[src/rtl/adder_rr_arbiter.sv]
// Round-robin arbiter that shares one 8-bit ripple-carry adder among N_REQ requesters.
// Define ADDER_ARB_STATS_EN to add the saturating 16-bit op_count output.
module adder_rc_8 (
  input  logic [7:0] a,
  input  logic [7:0] b,
  output logic [8:0] s
);
  logic [8:0] c;
  assign c[0] = 1'b0;
  for (genvar i = 0; i < 8; i++) begin : g_fa
    assign s[i]   = a[i] ^ b[i] ^ c[i];
    assign c[i+1] = (a[i] & b[i]) | (c[i] & (a[i] ^ b[i]));
  end
  assign s[8] = c[8];
endmodule

module adder_rr_arbiter #(
  parameter int N_REQ         = 4,
  parameter int SETTLE_CYCLES = 2
) (
  input  logic                       clk,
  input  logic                       reset,
  input  logic [N_REQ-1:0]           req_valid,
  input  logic [8*N_REQ-1:0]         req_a,
  input  logic [8*N_REQ-1:0]         req_b,
  output logic [N_REQ-1:0]           req_ready,
  output logic                       rsp_valid,
  output logic [8:0]                 rsp_sum,
  output logic [$clog2(N_REQ)-1:0]   rsp_id,
  input  logic                       rsp_ready
`ifdef ADDER_ARB_STATS_EN
  ,
  output logic [15:0]                op_count
`endif
);
  localparam int IDW = $clog2(N_REQ);
  localparam logic [1:0] IDLE   = 2'd0;
  localparam logic [1:0] SETTLE = 2'd1;
  localparam logic [1:0] RESP   = 2'd2;

  logic [1:0]     state_q, state_d;
  logic [IDW-1:0] ptr_q, ptr_d;
  logic [IDW-1:0] pend_id_q, pend_id_d;
  logic [3:0]     cnt_q, cnt_d;
  logic [7:0]     op_a_q, op_a_d, op_b_q, op_b_d;
  logic           rsp_valid_q, rsp_valid_d;
  logic [8:0]     rsp_sum_q, rsp_sum_d;
  logic [IDW-1:0] rsp_id_q, rsp_id_d;
  logic [8:0]     add_s;

  logic           gnt_found;
  logic [IDW-1:0] gnt_idx;
  logic [IDW:0]   cand;
  logic [N_REQ-1:0] gnt_oh;
  logic           accept;

  // Operands reach the adder only through the op registers.
  adder_rc_8 u_add (.a(op_a_q), .b(op_b_q), .s(add_s));

  // Search upward from the pointer, wrapping modulo N_REQ.
  always_comb begin
    gnt_found = 1'b0;
    gnt_idx   = '0;
    cand      = '0;
    for (int k = 0; k < N_REQ; k++) begin
      cand = (IDW+1)'(ptr_q) + (IDW+1)'(k);
      if (cand >= (IDW+1)'(N_REQ)) cand = cand - (IDW+1)'(N_REQ);
      if (!gnt_found && req_valid[cand[IDW-1:0]]) begin
        gnt_found = 1'b1;
        gnt_idx   = cand[IDW-1:0];
      end
    end
    gnt_oh = '0;
    if (gnt_found && state_q == IDLE && !reset) gnt_oh[gnt_idx] = 1'b1;
  end

  assign req_ready = gnt_oh;
  assign accept    = |(req_valid & req_ready);

  always_comb begin
    state_d     = state_q;
    ptr_d       = ptr_q;
    pend_id_d   = pend_id_q;
    cnt_d       = cnt_q;
    op_a_d      = op_a_q;
    op_b_d      = op_b_q;
    rsp_valid_d = rsp_valid_q;
    rsp_sum_d   = rsp_sum_q;
    rsp_id_d    = rsp_id_q;
    case (state_q)
      IDLE: if (accept) begin
        op_a_d    = req_a[8*gnt_idx +: 8];
        op_b_d    = req_b[8*gnt_idx +: 8];
        pend_id_d = gnt_idx;
        ptr_d     = (32'(gnt_idx) == N_REQ-1) ? '0 : gnt_idx + 1'b1;
        cnt_d     = 4'(SETTLE_CYCLES-1);
        state_d   = SETTLE;
      end
      SETTLE: begin
        if (cnt_q != 4'd0) begin
          cnt_d = cnt_q - 4'd1;
        end else begin
          rsp_sum_d   = add_s;
          rsp_id_d    = pend_id_q;
          rsp_valid_d = 1'b1;
          state_d     = RESP;
        end
      end
      RESP: if (rsp_ready) begin
        rsp_valid_d = 1'b0;
        state_d     = IDLE;
      end
      default: state_d = IDLE;
    endcase
  end

  always_ff @(posedge clk) begin
    if (reset) begin
      state_q     <= IDLE;
      ptr_q       <= '0;
      pend_id_q   <= '0;
      cnt_q       <= '0;
      op_a_q      <= '0;
      op_b_q      <= '0;
      rsp_valid_q <= 1'b0;
      rsp_sum_q   <= '0;
      rsp_id_q    <= '0;
    end else begin
      state_q     <= state_d;
      ptr_q       <= ptr_d;
      pend_id_q   <= pend_id_d;
      cnt_q       <= cnt_d;
      op_a_q      <= op_a_d;
      op_b_q      <= op_b_d;
      rsp_valid_q <= rsp_valid_d;
      rsp_sum_q   <= rsp_sum_d;
      rsp_id_q    <= rsp_id_d;
    end
  end

  assign rsp_valid = rsp_valid_q;
  assign rsp_sum   = rsp_sum_q;
  assign rsp_id    = rsp_id_q;

`ifdef ADDER_ARB_STATS_EN
  logic [15:0] op_count_q, op_count_d;
  always_comb begin
    op_count_d = op_count_q;
    if (rsp_valid_q && rsp_ready && op_count_q != 16'hFFFF) op_count_d = op_count_q + 16'd1;
  end
  always_ff @(posedge clk) begin
    if (reset) op_count_q <= '0;
    else       op_count_q <= op_count_d;
  end
  assign op_count = op_count_q;
`endif
endmodule

[config.mk]
export PLATFORM = sky130hd
export DESIGN_NAME = adder_rr_arbiter
export DESIGN_NICKNAME = d
export VERILOG_FILES = /design/src/rtl/adder_rr_arbiter.sv
export SDC_FILE = /design/constraint.sdc
export NUM_CORES = 1
export LEC_CHECK = 0
export BUFFER_PORTS_ARGS = -buffer_cell sky130_fd_sc_hd__buf_2
export CORE_AREA = 2 2 85 87
export CTS_BUF_LIST = sky130_fd_sc_hd__clkbuf_4 sky130_fd_sc_hd__clkbuf_8 sky130_fd_sc_hd__clkbuf_16
export DETAILED_ROUTE_END_ITERATION = 10
export DIE_AREA = 0 0 87 89
export PLACE_DENSITY = 0.57
export SLEW_MARGIN = 0
export SYNTH_ARGS = -nofsm -noshare
export SYNTH_HDL_FRONTEND = slang
export SYNTH_SLANG_ARGS = --single-unit
export TNS_END_PERCENT = 30
[constraint.sdc]
create_clock -name clk -period 4.6 [get_ports clk]
set_clock_uncertainty 0.1 [all_clocks]
set_input_delay 0.46 -clock clk [delete_from_list [all_inputs] [get_ports clk]]
set_output_delay 0.46 -clock clk [all_outputs]
set_load 0.05 [all_outputs]
==> results.md <==
- Setup repair after global routing left no endpoint under its margin.
- For the worst flop-to-flop path, the logic depth is 12.
- The initial antenna violation count is 0.
- The cell count of the worst hold path is 4.
- The starting density of the core is about 34%.
- The worst hold path endpoint is state_q[1]$_SDFFE_PP0P_.
- The beginning of the worst hold path is rsp_ready.
- The tightest min-delay check is of the primary input to flop type.
- Hold repair after CTS inserted 0 buffers.
- The CTS root buffer is sky130_fd_sc_hd__clkbuf_8.
- The average via count per standard cell is between 4 and 5.
- The routing usage on met3 is between 3 and 4%.
- Data on the critical path is required at its endpoint by ~4.7 ns.
- The internal reg-to-reg setup slack is about 1.1 ns.
- After synthesis the netlist holds a flip-flop and latch count of 38.
- The met2 usage in global routing is between 20 and 25%.
- The total overflow left after global routing is 0.
- TritonCTS built the clock tree.
- The worst path meets setup with 1.05 ns of slack.
- Of all cell types, the one taking the most synthesized area is sky130_fd_sc_hd__dfxtp_1.
- The endpoint of the worst register-to-register path is rsp_sum[7]$_SDFFE_PP0P_.
- Global routing used between 15 and 20% of the available tracks.
- The post-detailed-route count of antenna-violating nets is 0.
- The number of primary I/O pins is a little under 90.
- The netlist uses 37 different library cells.
- During synthesis, Yosys emitted a total of 0 warnings.
- The critical path is of the flop to flop type.
- The clock transition time at the flip-flop clock pins of the worst setup and hold paths is about 0.080 ns.
- At the pin with the least slew margin, the transition time is ~1.2 ns.
- In this run the vertical extent of the chip is 89 um.
- The type of element capturing the critical path is a flop.
- The remaining design rule violation count is 0.
- For this run, the register share of the synthesized area comes to 33.1%.
- The core utilization of the finished layout is between 40% and 50%.
- The deepest clock path buffer count is 2.
- The later pin in the worst-skew pair is clocked with a latency of slightly below 0.3 ns.
- The total area of multi-input combinational cells is roughly 1400 sq um.
- The first global-routing pass estimated between 9 and 10 mm of wire.
- The number of optimization iterations in the first detailed-route pass is 4.
- The routability-driven placement congestion ratio is 0.838.
- The count of endpoints failing setup in the final report is 0.
- The detailed-route via count is between 1500 and 2000.
- At the placement stage, the worst setup path has a slack of between 0.8 and 0.9 ns.
- Setup total negative slack on the finished layout was measured at 0 ns.
- The via count of the first global-routing pass came to 1978.
- The repair_antennas step left the layout with diodes totalling 0.
- The layer with the highest usage is met2.
- The die covers 7740 sq um.
- The clock drives 38 sinks.
- Relative to the synthesized area, the layout overhead comes to 23.1%.
- The initialized floorplan defines 30 standard-cell rows.
- The detailed router finished its first iteration with 98 violations.
- The hold violation count in the final report came to 0.
- The x dimension of the die is slightly below 90 um.
- The startpoint identified for the worst register-to-register timing path is op_a_q[0]$_SDFFE_PP0P_.
- Max-cap violations in this run came to 0.
- The number of nets handed over by synthesis was approximately 320.
- The worst vdd rail ir drop is roughly 110 uV.
- Of the cells placed in the final design, the portion with a size suffix greater than 1 is between 30 and 40%.
- The average detailed-routed wire length per instance is about 14 um.
- The worst slew margin relative to its limit is 21.6%.
- The run finished with clean final reports.
- The number of nets in the final layout is around 400.
- The post-route fraction of the period consumed by the critical path is approximately 77%.
- Input and output buffers added on the ports amount to between 80 and 90.
- Entering global routing, the biggest net connects 40 pins.
- In the synthesized netlist, the number of instances is approximately 230.
- The sequential cell area is 761 sq um.
- For met1 alone, demand over resource in global routing was between 10% and 20%.
- The overall power consumption is 982 uW.
- The leakage power is ~0.0013 uW.
- Derived from the worst setup path, the maximum achievable clock frequency is between 0.2 and 0.3 GHz.
- The post-cts repair resize count is 0.
- By area the synthesized netlist is led by sky130_fd_sc_hd__dfxtp_1, sky130_fd_sc_hd__mux2i_1, sky130_fd_sc_hd__fa_1, sky130_fd_sc_hd__o221ai_2, sky130_fd_sc_hd__nand3b_1.
- The synthesized netlist occupies a cell area of ~2300 sq um.
- The number of clock buffers inserted by TritonCTS is 5.
- The placeable core area is ~6700 sq um.
- The total setup buffers inserted after CTS is 0.
- In this run the mean area of a mapped cell was about 10 sq um.
- The final period demand of the worst path is around 3.5 ns.
- The routed wire length is between 5 and 6 mm.
- The power per unit of standard cell area is ~350 nW/um^2.
- The H-tree generated during clock tree synthesis spans 2 levels.
- In this run the worst path has a maximum fanout of 2.
- The share of synthesized area in the top cell type comes to 33.1%.
- Data on the critical path arrives at its endpoint at between 3 and 4 ns.
- Detailed placement finished with a half-perimeter wire length of just over 4 mm.
- The total of fill cells in the finished design is about 660.
- The max-slew violation count came to 0.
- The kind of start point of the critical path is a flop.
## cell type report
type	count	share of cell area (%)
clock buffers	7	3.19
clock inverters	1	0.177
inverters	11	1.46
multi-input cells	172	49.5
flip-flops and latches	38	26.9
well taps	80	3.54
repair buffers	86	15.2
## synthesized netlist by cell type
| library cell | number |
|---|---|
| sky130_fd_sc_hd__inv_1 | 11 |
| sky130_fd_sc_hd__nand2_4 | 1 |
| sky130_fd_sc_hd__nand2_1 | 23 |
| sky130_fd_sc_hd__a22oi_1 | 2 |
| sky130_fd_sc_hd__a211oi_1 | 5 |
| sky130_fd_sc_hd__o21ai_0 | 2 |
| sky130_fd_sc_hd__or3_1 | 4 |
| sky130_fd_sc_hd__mux2i_1 | 33 |
| sky130_fd_sc_hd__nor4_1 | 1 |
| sky130_fd_sc_hd__a21boi_1 | 1 |
| sky130_fd_sc_hd__nand3b_1 | 13 |
| sky130_fd_sc_hd__dfxtp_1 | 38 |
| sky130_fd_sc_hd__a2111oi_4 | 1 |
| sky130_fd_sc_hd__a21oi_1 | 16 |
| sky130_fd_sc_hd__nor2_2 | 1 |
| sky130_fd_sc_hd__nor2_1 | 15 |
| sky130_fd_sc_hd__nand2_2 | 1 |
| sky130_fd_sc_hd__and2_1 | 4 |
| sky130_fd_sc_hd__o221ai_1 | 7 |
| sky130_fd_sc_hd__nor3_1 | 3 |
| sky130_fd_sc_hd__nor4b_2 | 1 |
| sky130_fd_sc_hd__a31oi_1 | 1 |
| sky130_fd_sc_hd__and2b_1 | 2 |
| sky130_fd_sc_hd__and2_0 | 1 |
| sky130_fd_sc_hd__o32ai_2 | 1 |
| sky130_fd_sc_hd__and2_4 | 1 |
| sky130_fd_sc_hd__nor2b_1 | 3 |
| sky130_fd_sc_hd__nand2b_1 | 3 |
| sky130_fd_sc_hd__nor2_4 | 1 |
| sky130_fd_sc_hd__clkbuf_1 | 6 |
| sky130_fd_sc_hd__ha_1 | 7 |
| sky130_fd_sc_hd__fa_1 | 7 |
| sky130_fd_sc_hd__o221ai_2 | 9 |
| sky130_fd_sc_hd__a21oi_2 | 1 |
| sky130_fd_sc_hd__buf_2 | 1 |
| sky130_fd_sc_hd__nor3b_1 | 1 |
| sky130_fd_sc_hd__buf_6 | 6 |
## how the worst max path moves through the flow
stage,from,to
after CTS,op_a_q[0]$_SDFFE_PP0P_,rsp_sum[7]$_SDFFE_PP0P_
after floorplan,op_a_q[0]$_SDFFE_PP0P_,rsp_sum[7]$_SDFFE_PP0P_
final,op_a_q[0]$_SDFFE_PP0P_,rsp_sum[7]$_SDFFE_PP0P_
after detailed placement,req_valid[3],op_b_q[2]$_SDFFE_PP0P_
after global routing,op_a_q[0]$_SDFFE_PP0P_,rsp_sum[7]$_SDFFE_PP0P_
after global placement,req_valid[3],op_b_q[5]$_SDFFE_PP0P_
## state kept, by name, summed over array words and instances (netlist names)
register,cells
rsp_sum,9
op_a_q,8
op_b_q,8
cnt_q,4
pend_id_q,2
ptr_q,2
rsp_id,2
state_q,2
rsp_valid,1
## where the power goes
part | total (uW) | switching [uW] | internal [uW] | leakage, uW
sequential | 408 | 33.5 | 375 | 0.000310
combinational | 332 | 193 | 138 | 0.000972
clock | 242 | 115 | 127 | 0.0000517
## stage by stage
stage | cells | hold WS, ns | cell area, sq um
final | 395 | 0.344 | 2830
after global routing | 395 | 0.366 | 2830
after CTS | 395 | 0.344 | 2830
after detailed placement | 387 | 0.348 | 2730
after global placement | 387 | 0.348 | 2730
after floorplan | 234 | 0.331 | 2300
## critical path, stage by stage (launching register included)
cell and delay [ns]:
sky130_fd_sc_hd__dfxtp_1 0.32, sky130_fd_sc_hd__ha_1 0.19, sky130_fd_sc_hd__inv_1 0.06, sky130_fd_sc_hd__fa_1 0.15, sky130_fd_sc_hd__inv_1 0.04, sky130_fd_sc_hd__fa_1 0.37, sky130_fd_sc_hd__fa_1 0.39, sky130_fd_sc_hd__fa_1 0.40
sky130_fd_sc_hd__fa_1 0.40, sky130_fd_sc_hd__fa_1 0.38, sky130_fd_sc_hd__inv_1 0.08, sky130_fd_sc_hd__fa_1 0.41, sky130_fd_sc_hd__a211oi_1 0.19
## cell usage in the layout, fill, tap and decap left out, drive strengths merged, types with 5 or more instances in the layout
cell,Yosys,final
nor2,17,17
a21oi,17,17
nand3b,13,13
a211oi,5,5
o221ai,16,16
buf,7,86
nand2,25,25
mux2i,33,33
dfxtp,38,38
and2,6,6
clkbuf,6,7
ha,7,7
inv,11,11
fa,7,7
## cells by family (layout without fill, tap and decap cells)
group	after synthesis	after routing	synth area share (%)
buffers and inverters	24	105	5.94
and+or+nand+nor	79	79	19.0
muxes	33	33	14.4
AOI/OAI and AO/OA	46	46	17.6
adders and majority gates	14	14	9.91
DFF	38	38	33.1
## metal layers
layer | vias up | share of wire [%] | wire length (um)
met4 | 0 | 2.5 | 133
li1 | 996 | - | -
met5 | - | 0 | 0
met2 | 63 | 47 | 2540
met3 | 10 | 6.4 | 344
met1 | 869 | 44 | 2380
Note: power is estimated with default switching activity, not from simulation.
